## src/rtl/mem_arbiter.sv

```systemverilog
// ---------------------------------------------------------------------------
// mem_arbiter
//
// Shares one memory bus between the instruction-fetch port (read-only) and
// the data load/store port. A three-state FSM (IDLE -> BUSY -> DONE) latches
// the winning request, holds it on the memory bus until mem_ack or a timeout,
// then pulses the owner's ack for one cycle with registered read data.
// Simultaneous requests alternate between the ports using last_grant.
//
// Parameters:
//   TIMEOUT    max BUSY cycles without mem_ack before abort (0 = never)
// Ports:
//   clk, reset                  clock, synchronous active-high reset
//   i_req/i_addr                fetch request and byte address
//   i_rdata/i_ack/i_err         fetch read data, ack pulse, timeout flag
//   d_req/d_we/d_addr/          data request, store strobe, byte address,
//   d_wdata/d_be                store data and byte enables
//   d_rdata/d_ack/d_err         data read data, ack pulse, timeout flag
//   mem_req/mem_we/mem_addr/    memory bus request and latched fields
//   mem_wdata/mem_be
//   mem_rdata/mem_ack           memory read data and completion
//   busy                        high in BUSY and DONE
//   grant_d                     current/last owner (1 = data, 0 = fetch)
// ---------------------------------------------------------------------------
module mem_arbiter #(
    parameter logic [15:0] TIMEOUT = 16'd255
) (
    input  logic        clk,
    input  logic        reset,
    input  logic        i_req,
    input  logic [31:0] i_addr,
    output logic [31:0] i_rdata,
    output logic        i_ack,
    output logic        i_err,
    input  logic        d_req,
    input  logic        d_we,
    input  logic [31:0] d_addr,
    input  logic [31:0] d_wdata,
    input  logic [3:0]  d_be,
    output logic [31:0] d_rdata,
    output logic        d_ack,
    output logic        d_err,
    output logic        mem_req,
    output logic        mem_we,
    output logic [31:0] mem_addr,
    output logic [31:0] mem_wdata,
    output logic [3:0]  mem_be,
    input  logic [31:0] mem_rdata,
    input  logic        mem_ack,
    output logic        busy,
    output logic        grant_d
);

    typedef enum logic [1:0] {
        IDLE = 2'd0,
        BUSY = 2'd1,
        DONE = 2'd2
    } state_t;

    state_t      state_reg;
    logic [15:0] count_reg;
    logic        last_grant_reg;
    logic        grant_d_reg;
    logic        mem_req_reg;
    logic        mem_we_reg;
    logic [31:0] mem_addr_reg;
    logic [31:0] mem_wdata_reg;
    logic [3:0]  mem_be_reg;
    logic [31:0] i_rdata_reg;
    logic [31:0] d_rdata_reg;
    logic        i_ack_reg;
    logic        d_ack_reg;
    logic        i_err_reg;
    logic        d_err_reg;
    logic        busy_reg;

    // Data wins when it is the only requester, or on a tie when fetch was
    // the last owner.
    logic pick_d;
    logic any_req;
    logic timeout_hit;

    always_comb begin
        pick_d      = d_req && (!i_req || !last_grant_reg);
        any_req     = i_req || d_req;
        timeout_hit = (TIMEOUT != 16'd0) && (count_reg == (TIMEOUT - 16'd1));
    end

    always_ff @(posedge clk) begin
        if (reset) begin
            state_reg      <= IDLE;
            count_reg      <= 16'd0;
            last_grant_reg <= 1'b0;
            grant_d_reg    <= 1'b0;
            mem_req_reg    <= 1'b0;
            mem_we_reg     <= 1'b0;
            mem_addr_reg   <= 32'd0;
            mem_wdata_reg  <= 32'd0;
            mem_be_reg     <= 4'd0;
            i_rdata_reg    <= 32'd0;
            d_rdata_reg    <= 32'd0;
            i_ack_reg      <= 1'b0;
            d_ack_reg      <= 1'b0;
            i_err_reg      <= 1'b0;
            d_err_reg      <= 1'b0;
            busy_reg       <= 1'b0;
        end else begin
            case (state_reg)
                IDLE: begin
                    if (any_req) begin
                        grant_d_reg <= pick_d;
                        count_reg   <= 16'd0;
                        mem_req_reg <= 1'b1;
                        busy_reg    <= 1'b1;
                        state_reg   <= BUSY;
                        if (pick_d) begin
                            mem_we_reg    <= d_we;
                            mem_addr_reg  <= d_addr;
                            mem_wdata_reg <= d_wdata;
                            mem_be_reg    <= d_be;
                        end else begin
                            mem_we_reg    <= 1'b0;
                            mem_addr_reg  <= i_addr;
                            mem_wdata_reg <= 32'd0;
                            mem_be_reg    <= 4'hF;
                        end
                    end
                end
                BUSY: begin
                    if (mem_ack) begin
                        mem_req_reg <= 1'b0;
                        state_reg   <= DONE;
                        // Stores also load rdata; the value is don't-care.
                        if (grant_d_reg) begin
                            d_rdata_reg <= mem_rdata;
                            d_ack_reg   <= 1'b1;
                        end else begin
                            i_rdata_reg <= mem_rdata;
                            i_ack_reg   <= 1'b1;
                        end
                    end else if (timeout_hit) begin
                        mem_req_reg <= 1'b0;
                        state_reg   <= DONE;
                        if (grant_d_reg) begin
                            d_ack_reg <= 1'b1;
                            d_err_reg <= 1'b1;
                        end else begin
                            i_ack_reg <= 1'b1;
                            i_err_reg <= 1'b1;
                        end
                    end else if (count_reg != 16'hFFFF) begin
                        count_reg <= count_reg + 16'd1;
                    end
                end
                DONE: begin
                    i_ack_reg      <= 1'b0;
                    d_ack_reg      <= 1'b0;
                    i_err_reg      <= 1'b0;
                    d_err_reg      <= 1'b0;
                    busy_reg       <= 1'b0;
                    last_grant_reg <= grant_d_reg;
                    state_reg      <= IDLE;
                end
                default: begin
                    state_reg <= IDLE;
                end
            endcase
        end
    end

    assign i_rdata   = i_rdata_reg;
    assign i_ack     = i_ack_reg;
    assign i_err     = i_err_reg;
    assign d_rdata   = d_rdata_reg;
    assign d_ack     = d_ack_reg;
    assign d_err     = d_err_reg;
    assign mem_req   = mem_req_reg;
    assign mem_we    = mem_we_reg;
    assign mem_addr  = mem_addr_reg;
    assign mem_wdata = mem_wdata_reg;
    assign mem_be    = mem_be_reg;
    assign busy      = busy_reg;
    assign grant_d   = grant_d_reg;

endmodule

```

## config.mk

```make
export PLATFORM = sky130hd
export DESIGN_NAME = mem_arbiter
export DESIGN_NICKNAME = d
export VERILOG_FILES = /design/src/rtl/mem_arbiter.sv
export SDC_FILE = /design/constraint.sdc
export NUM_CORES = 1
export LEC_CHECK = 0
export ABC_AREA = 1
export BUFFER_PORTS_ARGS = -buffer_cell sky130_fd_sc_hd__buf_2
export CAP_MARGIN = 25
export CORE_UTILIZATION = 40
export DETAILED_ROUTE_END_ITERATION = 8
export PLACE_DENSITY_LB_ADDON = 0.12
export RECOVER_POWER = 25
export SYNTH_ARGS = -nofsm -noshare
export SYNTH_HDL_FRONTEND = slang
export SYNTH_SLANG_ARGS = --single-unit
export TNS_END_PERCENT = 10
```

## constraint.sdc

```tcl
create_clock -name clk -period 1.5 [get_ports clk]
set_input_delay 0 -clock clk [delete_from_list [all_inputs] [get_ports clk]]
set_output_delay 0 -clock clk [all_outputs]
set_load 0.02 [all_outputs]
```

== Word level (Yosys, flattened, before mapping) ==
Index checks and enable logic that the tools add are counted.

* Output and inout port bits: 140
* Input port bits: 138
* Flip-flop bits (word level): 159

* Add/sub/neg operators: 1
* Bitwise operators: 1
* Mux-type cells: 34
* Eq/ne operators: 12
* Reductions and logical operators: 19

{| class="wikitable"
|+ Operators with widths
! cell !! count
|-
| $mux W16 || 4
|-
| $mux W32 || 2
|-
| $pmux W16 S2 || 1
|-
| $add A16 B1 Y16 const B || 1
|-
| $eq A16 B8 Y1 const B || 1
|-
| $mux W1 || 16
|-
| $ne A16 B16 Y1 const B || 1
|-
| $ne A2 B2 Y1 const B || 7
|-
| $pmux W1 S2 || 6
|-
| $reduce_and A3 Y1 || 3
|-
| $reduce_and A2 Y1 || 4
|-
| $reduce_and A4 Y1 || 2
|-
| $mux W2 || 3
|-
| $reduce_bool A2 Y1 || 3
|-
| $reduce_and A5 Y1 || 1
|-
| $mux W4 || 1
|-
| $pmux W2 S2 || 1
|-
| $ne A3 B3 Y1 const B || 1
|-
| $eq A2 B1 Y1 const B || 1
|-
| $eq A2 B2 Y1 const B || 1
|-
| $logic_not A1 Y1 || 2
|-
| $logic_not A2 Y1 || 1
|-
| $logic_or A1 B1 Y1 || 2
|-
| $logic_and A1 B1 Y1 || 1
|-
| $not A1 Y1 || 1
|}

== Longest topological paths before layout ==
Gate-level depths: netlist of the first run.

* Word-level depth: 5
* Mapped depth: 11

== Worst setup path after synthesis of the first run ==
No wires, ideal clock.

* Path type: register to register
* Start point: register state_reg[0]
* End point: register count_reg[11]
* Setup time: 0.070 ns
* Stages on the path, launching flop included: 11
* Arrival time: 1.490 ns
* Buffers on the path: 1
* Slack: -0.060 ns
* Data required time: 1.430 ns
* Period minus slack after synthesis: 1.560 ns
* Cell sequence: dfxtp_1 inv_1 ha_1 inv_1 nor3_1 a21oi_2 nand3_1 nor2_2 buf_6 nand2_1 a21oi_2

* Cells in the longest elaborated chain, start to end: 3

{| class="wikitable"
|+ RTL lines
! item !! line !! source
|-
| start: declaration || 60 || <nowiki>state_t state_reg;</nowiki>
|-
| start signal: assignment || 91 || <nowiki>state_reg <= IDLE;</nowiki>
|-
| start signal: assignment || 115 || <nowiki>state_reg <= BUSY;</nowiki>
|-
| start signal: assignment || 132 || <nowiki>state_reg <= DONE;</nowiki>
|-
| $eq A2 B1 Y1 or $logic_not A2 Y1 (tied branches) || 108 || <nowiki>case (state_reg)</nowiki>
|-
| $ne A2 B2 Y1 (no source line) or $reduce_bool A2 Y1 (tied branches) || -- ||
|-
| $reduce_and A5 Y1 (no source line) || -- ||
|-
| end signal: assignment || 152 || <nowiki>count_reg <= count_reg + 16'd1;</nowiki>
|-
| end: declaration || 61 || <nowiki>logic [15:0] count_reg;</nowiki>
|}

Several ways; a longest one is shown, not always the timed one.
A chain may end at the register's enable or synchronous reset.

== Worst setup path after layout of the first run ==
* Start point: register state_reg[0]
* End point: register count_reg[10]

The elaborated chain is that of the path after synthesis.

==> impl_metrics.env, run 1 <==
export IMPL_timing_setup_critical_path_class="register to register"
export IMPL_fin_ws_ns=-0.0744
export IMPL_syn_area_um2=6460
export IMPL_ys_ff_latch=159
export IMPL_wirelength_um=22500
export IMPL_dr_pass1_iters=5
export IMPL_die_area_um2=16700
export IMPL_syn_avg_cell_area_um2=7.51
export IMPL_synth_seq_area_share=0.492
export IMPL_fill_cells=1349
export IMPL_layout_nets=1438
export IMPL_p_seq_frac=0.392
export IMPL_cts_root_buf="clkbuf_16"
export IMPL_row_count=46
export IMPL_cpMostUsedCell="a21oi_2"
export IMPL_clock_path_buffers=2
export IMPL_multi_input_area_um2=3140
export IMPL_cts_max_level=4
export IMPL_path_clk_slew_ns=0.06
export IMPL_p_leak_nw=4.68
export IMPL_period_minus_slack_ns=1.57
export IMPL_worst_slew_pin_slew_ns=0.605
export IMPL_coreArea_um2=15800
export IMPL_critPathArrivalTime_ns=1.93
export IMPL_io_pins=278
export IMPL_cts_tree="done"
export IMPL_combPwrFrac=0.257
export IMPL_final_setup_viol_count=15
export IMPL_dr_total_vias=7459
export IMPL_whs_ns=-0.0145
export IMPL_powerDensity_nw_per_um2=1180
export IMPL_final_period_utilization=1.05
export IMPL_grt_setup_unrepaired="yes"
export IMPL_cap_violations=0
export IMPL_cts_sinks=159
export IMPL_gp_congestion=0.857
export IMPL_wl_per_cell_um=14.8
export IMPL_relSlewSlack=0.597
export IMPL_drv_slew=0
export IMPL_max_stage_delay_ns=0.36
export IMPL_ir_drop_mv=0.852
export IMPL_grt_max_degree=50
export IMPL_cpMaxStageDelayCell="dfxtp_2"
export IMPL_route_detailed_drc=0
export IMPL_die_h_um=129
export IMPL_io_buffers=277
export IMPL_ant_nets=0
export IMPL_overflow=0
export IMPL_worstHoldPathType="input port to register"
export IMPL_synth_cells=861
export IMPL_cts_buffers=17
export IMPL_swShare=0.320
export IMPL_start_util=0.408
export IMPL_synth_fp_nets=1005
export IMPL_synth_cell_types=32
export IMPL_viasPerCell=4.90
export IMPL_grt_antenna_before_repair=0
export IMPL_antennaDiodeCount=0
export IMPL_violations="negative hold slack, negative setup slack"
export IMPL_post_dp_hpwl_um=13900
export IMPL_layout_drive_gt1_share=0.301
export IMPL_grt_pass1_wl_um=34700
export IMPL_synth_yosys_warnings=0
export IMPL_area_delta_synth_final_pct=63.8
export IMPL_drt_iter0_drc=536
export IMPL_worstSetupStartpointType="register"
export IMPL_grt_pass1_vias=7044
export IMPL_fin_cells=1523
export IMPL_skew_ns=0.00960
export IMPL_dp_cells=1346
export IMPL_die_w_um=129
export IMPL_critPathCaptureType="register"
export IMPL_internal_power_mw=8.51
export IMPL_insertion_delay_ns=0.43
export IMPL_path_max_fanout=7
export IMPL_total_power_mw=12.5
export IMPL_grt_use_total=0.265
export IMPL_max_freq_mhz=635
export IMPL_final_hold_viol_count=1
export IMPL_crit_chain="inv_2, ha_4, inv_4, nor3_4, a21oi_2, nand3_2, nor2_4, buf_12, buf_16, nand2_2, a21oi_2"
export IMPL_switching_power_mw=4.00
export IMPL_status="finished with violations"
export IMPL_regArea_um2=3200
export IMPL_required_ns=1.85
export IMPL_p_clk_frac=0.351
-- kinds of logic (layout without fill, tap and decap cells) --
logic type               count (synthesis)  after routing  synth area share
AND/OR/NAND/NOR                        399            399             0.258
AO/OA/AOI/OAI                          205            205             0.175
flip-flops                             159            159             0.492
XOR/XNOR                                 5              5           0.00677
adder cells (fa/ha/maj)                  6              6            0.0116
buffers and inverters                   87            533            0.0565
-- worst paths after layout --
check	start	end	depth (start not counted)	slack, ns
worst max-delay path	state_reg[0]	count_reg[10]	11	-0.07
worst min-delay path	i_req	busy	4	-0.01
worst max register to register	state_reg[0]	count_reg[10]	11	-0.07
worst min register to register	d_rdata[30]	d_rdata[30]	2	0.46
-- synth_stat cells --
cell type,n,area share
dfxtp_1,159,0.49
xnor2_1,1,0.0014
nor3b_1,1,0.0012
buf_2,9,0.0070
o21ai_1,1,0.00077
buf_12,1,0.0031
o21ai_2,1,0.0014
a211oi_1,1,0.0012
buf_4,1,0.0012
inv_2,2,0.0012
clkbuf_1,43,0.025
buf_1,1,0.00058
nor3_1,5,0.0039
xor2_1,4,0.0054
ha_1,6,0.012
a31oi_1,33,0.032
nand4_4,2,0.0066
nor2_1,105,0.061
nand3_1,47,0.036
inv_1,27,0.016
o21ai_0,75,0.058
a21oi_1,82,0.063
nor2_4,3,0.0052
o221a_2,4,0.0070
nand3_2,1,0.0015
nand2_1,220,0.13
buf_6,1,0.0017
clkinv_1,2,0.0012
nor2_2,5,0.0048
nand4_1,4,0.0039
a21oi_2,8,0.011
nand2_2,6,0.0058
-- metal layers --
metal	part of all wire	global-route usage	wire [um]
met1	0.40	0.306	9000
met2	0.50	0.458	11200
met3	0.065	0.0656	1470
met4	0.035	0.127	792
met5	0	0	0
-- layout make-up --
class                   instances  share of cell area
clock buffers                  19              0.0418
clock inverters                13              0.0144
inverters                      31              0.0118
multi-input cells             615               0.297
flip-flops and latches        159               0.302
well taps                     216              0.0255
repair buffers                470               0.307
-- critical path, delay by kind of cell (launching register included) --
kind | cells | cell delay, ns
adders and majority gates | 1 | 0.17
AOI/OAI and AO/OA | 2 | 0.24
buffers and inverters | 4 | 0.37
and+or+nand+nor | 4 | 0.38
DFF | 1 | 0.36
-- timing repair --
item                                   CTS  global route
pin swaps                                5             9
buffers inserted                         8             3
cloned                                   1             0
setup endpoints to repair               79            78
endpoints found under the hold margin  134             1
resized for setup                       37            43
hold buffers                           133             1
-- power by group through the flow --
stage | combinational, mW | clock [mW] | sequential [mW]
final | 3.22 | 4.39 | 4.90
after global routing | 3.49 | 4.63 | 4.95
after detailed placement | 2.65 | 0 | 4.94
after CTS | 3.09 | 4.46 | 4.89
after floorplan | 1.13 | 0 | 5.38
after global placement | 2.63 | 0 | 4.94
-- stage by stage --
step | instance area (um2) | setup slack, ns | utilization | setup TNS (ns)
4_1_cts | 10500 | -0.0399 | 0.663 | -0.242
6_report | 10600 | -0.0744 | 0.669 | -0.545
5_1_grt | 10600 | -0.155 | 0.669 | -3.78
2_1_floorplan | 6470 | -0.0125 | - | -0.374
3_5_place_dp | 8340 | -0.130 | 0.527 | -3.00
3_3_place_gp | 8340 | -0.108 | 0.527 | -1.07
-- layout by cell type (no fill, tap or decap), types with 3 or more instances in the layout --
cell type,synthesis,routed
buf_6,1,4
o21ai_2,1,3
buf_12,1,8
nor3_1,5,4
buf_4,1,44
xor2_1,4,4
dfxtp_2,0,6
nand2_4,0,4
nand3_4,0,5
o221a_2,4,4
inv_4,0,3
o21ai_1,1,11
a21oi_1,82,81
inv_6,0,3
dfxtp_1,159,151
nor2_1,105,100
nor2_2,5,5
ha_4,0,4
clkinvlp_4,0,4
nand3_1,47,41
nand4_1,4,4
inv_1,27,21
buf_2,9,225
o21ai_0,75,63
nor2_4,3,8
inv_2,2,5
dlygate4sd3_1,0,134
a31oi_1,33,33
nand2_2,6,14
a21oi_2,8,9
clkbuf_1,43,53
clkbuf_16,0,17
nand2_1,220,208
Note: power is estimated with default switching activity, not from simulation.
==> run 2: changes to the inputs <==
--- a/config.mk
+++ b/config.mk
@@ -11,7 +11,6 @@
 export CORE_UTILIZATION = 40
 export DETAILED_ROUTE_END_ITERATION = 8
 export PLACE_DENSITY_LB_ADDON = 0.12
-export RECOVER_POWER = 25
 export SYNTH_ARGS = -nofsm -noshare
 export SYNTH_HDL_FRONTEND = slang
 export SYNTH_SLANG_ARGS = --single-unit
==> impl_metrics.env, run 2 (synthesis gave the netlist of run 1 again) <==
export IMPL_wl_per_cell_um=14.8
export IMPL_fill_cells=1318
export IMPL_route_detailed_drc=0
export IMPL_p_clk_frac=0.350
export IMPL_status="finished with violations"
export IMPL_die_h_um=129
export IMPL_hp_start="i_req"
export IMPL_worstSetupStartpointType="register"
export IMPL_worst_slew_pin_slew_ns=0.612
export IMPL_grt_pass1_vias=7044
export IMPL_relSlewSlack=0.592
export IMPL_total_power_mw=12.5
export IMPL_pre_cts_ws_ns=-0.130
export IMPL_io_buffers=277
export IMPL_crit_chain="inv_2, ha_4, inv_4, nor3_4, a21oi_2, nand3_2, nor2_4, buf_12, buf_16, nand2_2, a21oi_2"
export IMPL_post_dp_hpwl_um=13900
export IMPL_ant_nets=0
export IMPL_gp_congestion=0.857
export IMPL_r2r_cells=11
export IMPL_wirelength_um=22500
export IMPL_cts_tree="done"
export IMPL_holdPathStages=4
export IMPL_coreArea_um2=15800
export IMPL_multi_input_area_um2=3140
export IMPL_path_clk_slew_ns=0.06
export IMPL_critPathArrivalTime_ns=1.93
export IMPL_layout_drive_gt1_share=0.340
export IMPL_timing_setup_critical_path_class="register to register"
export IMPL_viasPerCell=4.90
export IMPL_combPwrFrac=0.260
export IMPL_p_leak_nw=4.89
export IMPL_design_area_um2=10700
export IMPL_regArea_um2=3200
export IMPL_final_period_utilization=1.05
export IMPL_powerDensity_nw_per_um2=1180
export IMPL_cts_buffers=17
export IMPL_area_delta_synth_final_pct=64.8
export IMPL_die_area_um2=16700
export IMPL_min_to="busy"
export IMPL_dr_pass1_iters=5
export IMPL_swShare=0.319
export IMPL_switching_power_mw=4.00
export IMPL_cts_sinks=159
export IMPL_period_minus_slack_ns=1.57
export IMPL_layout_commonest_cell="buf_2"
export IMPL_layout_nets=1438
export IMPL_grt_use_total=0.265
export IMPL_fin_ws_ns=-0.0741
export IMPL_row_count=46
export IMPL_drv_slew=0
export IMPL_p_seq_frac=0.390
export IMPL_cpMostUsedCell="a21oi_2"
export IMPL_required_ns=1.85
export IMPL_whs_ns=-0.0131
export IMPL_cts_max_level=4
export IMPL_worstHoldPathType="input port to register"
export IMPL_reg2reg_to="count_reg[10]"
export IMPL_cap_violations=0
export IMPL_final_cell_mix="277 x buf_2, 208 x nand2_1, 151 x dfxtp_1"
export IMPL_die_w_um=129
export IMPL_final_core_util=0.673
export IMPL_cts_root_buf="clkbuf_16"
export IMPL_dr_total_vias=7462
export IMPL_insertion_delay_ns=0.43
export IMPL_grt_pass1_wl_um=34700
export IMPL_grt_antenna_before_repair=0
export IMPL_cpMaxStageDelayCell="dfxtp_2"
export IMPL_start_util=0.408
export IMPL_critPathCaptureType="register"
export IMPL_max_stage_delay_ns=0.36
export IMPL_r2r_start="state_reg[0]"
export IMPL_internal_power_mw=8.54
export IMPL_final_hold_viol_count=1
export IMPL_antennaDiodeCount=0
export IMPL_final_setup_viol_count=15
export IMPL_overflow=0
export IMPL_io_pins=278
export IMPL_drt_iter0_drc=540
export IMPL_skew_ns=0.00940
export IMPL_ir_drop_mv=0.851
export IMPL_placed_area_um2=8340
export IMPL_rrSetupSlack_ns=-0.07
export IMPL_violations="negative hold slack, negative setup slack"
export IMPL_clock_path_buffers=2
export IMPL_grt_max_degree=50
export IMPL_grt_setup_unrepaired="yes"
export IMPL_path_max_fanout=7
export IMPL_max_freq_mhz=635
-- run 2: cell count changes in the layout (fill, tap and decap cells not counted) --
cell,change
buf_2,+52
clkbuf_1,-52
-- run 2: cell type report --
class	count	area share
sequential	159	0.300
multi-input combinational	615	0.295
timing repair buffer	470	0.312
inverter	31	0.0117
clock buffer	19	0.0416
tap	216	0.0254
clock inverter	13	0.0143
-- run 2: worst max-delay path by stage --
stage / start / endpoint / slack [ns] / cells past startpoint
finish: state_reg[0] / count_reg[10] / -0.07 / 11
global route: state_reg[0] / count_reg[10] / -0.16 / 11
CTS: state_reg[0] / count_reg[8] / -0.04 / 11
detailed placement: state_reg[1] / count_reg[4] / -0.13 / 9
global placement: state_reg[1] / count_reg[12] / -0.11 / 10
floorplan: state_reg[1] / i_rdata[10] / -0.01 / 9
-- run 2: layer usage --
metal  share of wire  global-route usage  up-vias
met3           0.063              0.0656       42
met1            0.40               0.306     3431
met5               0                   0        -
met2            0.50               0.458      269
li1                -                   -     3720
met4           0.035               0.127        0
-- run 2: what timing repair did --
item,in CTS,in global routing
endpoints found under the hold margin,134,1
endpoints found under the setup margin,79,78
setup buffers,8,3
resized for setup,37,43
hold buffers,133,1
pin swaps,5,9
gates cloned,1,0
-- run 2: worst max-delay path, delay by kind of cell (launching register included) --
family	cells	cell delay (ns)
AO/OA/AOI/OAI	2	0.24
adder cells (fa/ha/maj)	1	0.17
buffers and inverters	4	0.37
flip-flops	1	0.36
AND/OR/NAND/NOR	4	0.38
-- run 2: power by group through the flow --
stage	Sequential, mW	Combinational [mW]	Clock (mW)
CTS	4.89	3.09	4.46
detailed placement	4.94	2.65	0
finish	4.90	3.26	4.39
global placement	4.94	2.63	0
global route	4.94	3.53	4.63
floorplan	5.38	1.13	0
-- run 2: metrics by stage --
| step | hold slack [ns] | setup TNS (ns) | cells |
|---|---|---|---|
| 3_3_place_gp | 0.242 | -1.07 | 1346 |
| 4_1_cts | -0.0449 | -0.242 | 1520 |
| 5_1_grt | -0.00185 | -3.78 | 1523 |
| 2_1_floorplan | 0.135 | -0.374 | 861 |
| 6_report | -0.0131 | -0.549 | 1523 |
| 3_5_place_dp | 0.243 | -3.00 | 1346 |
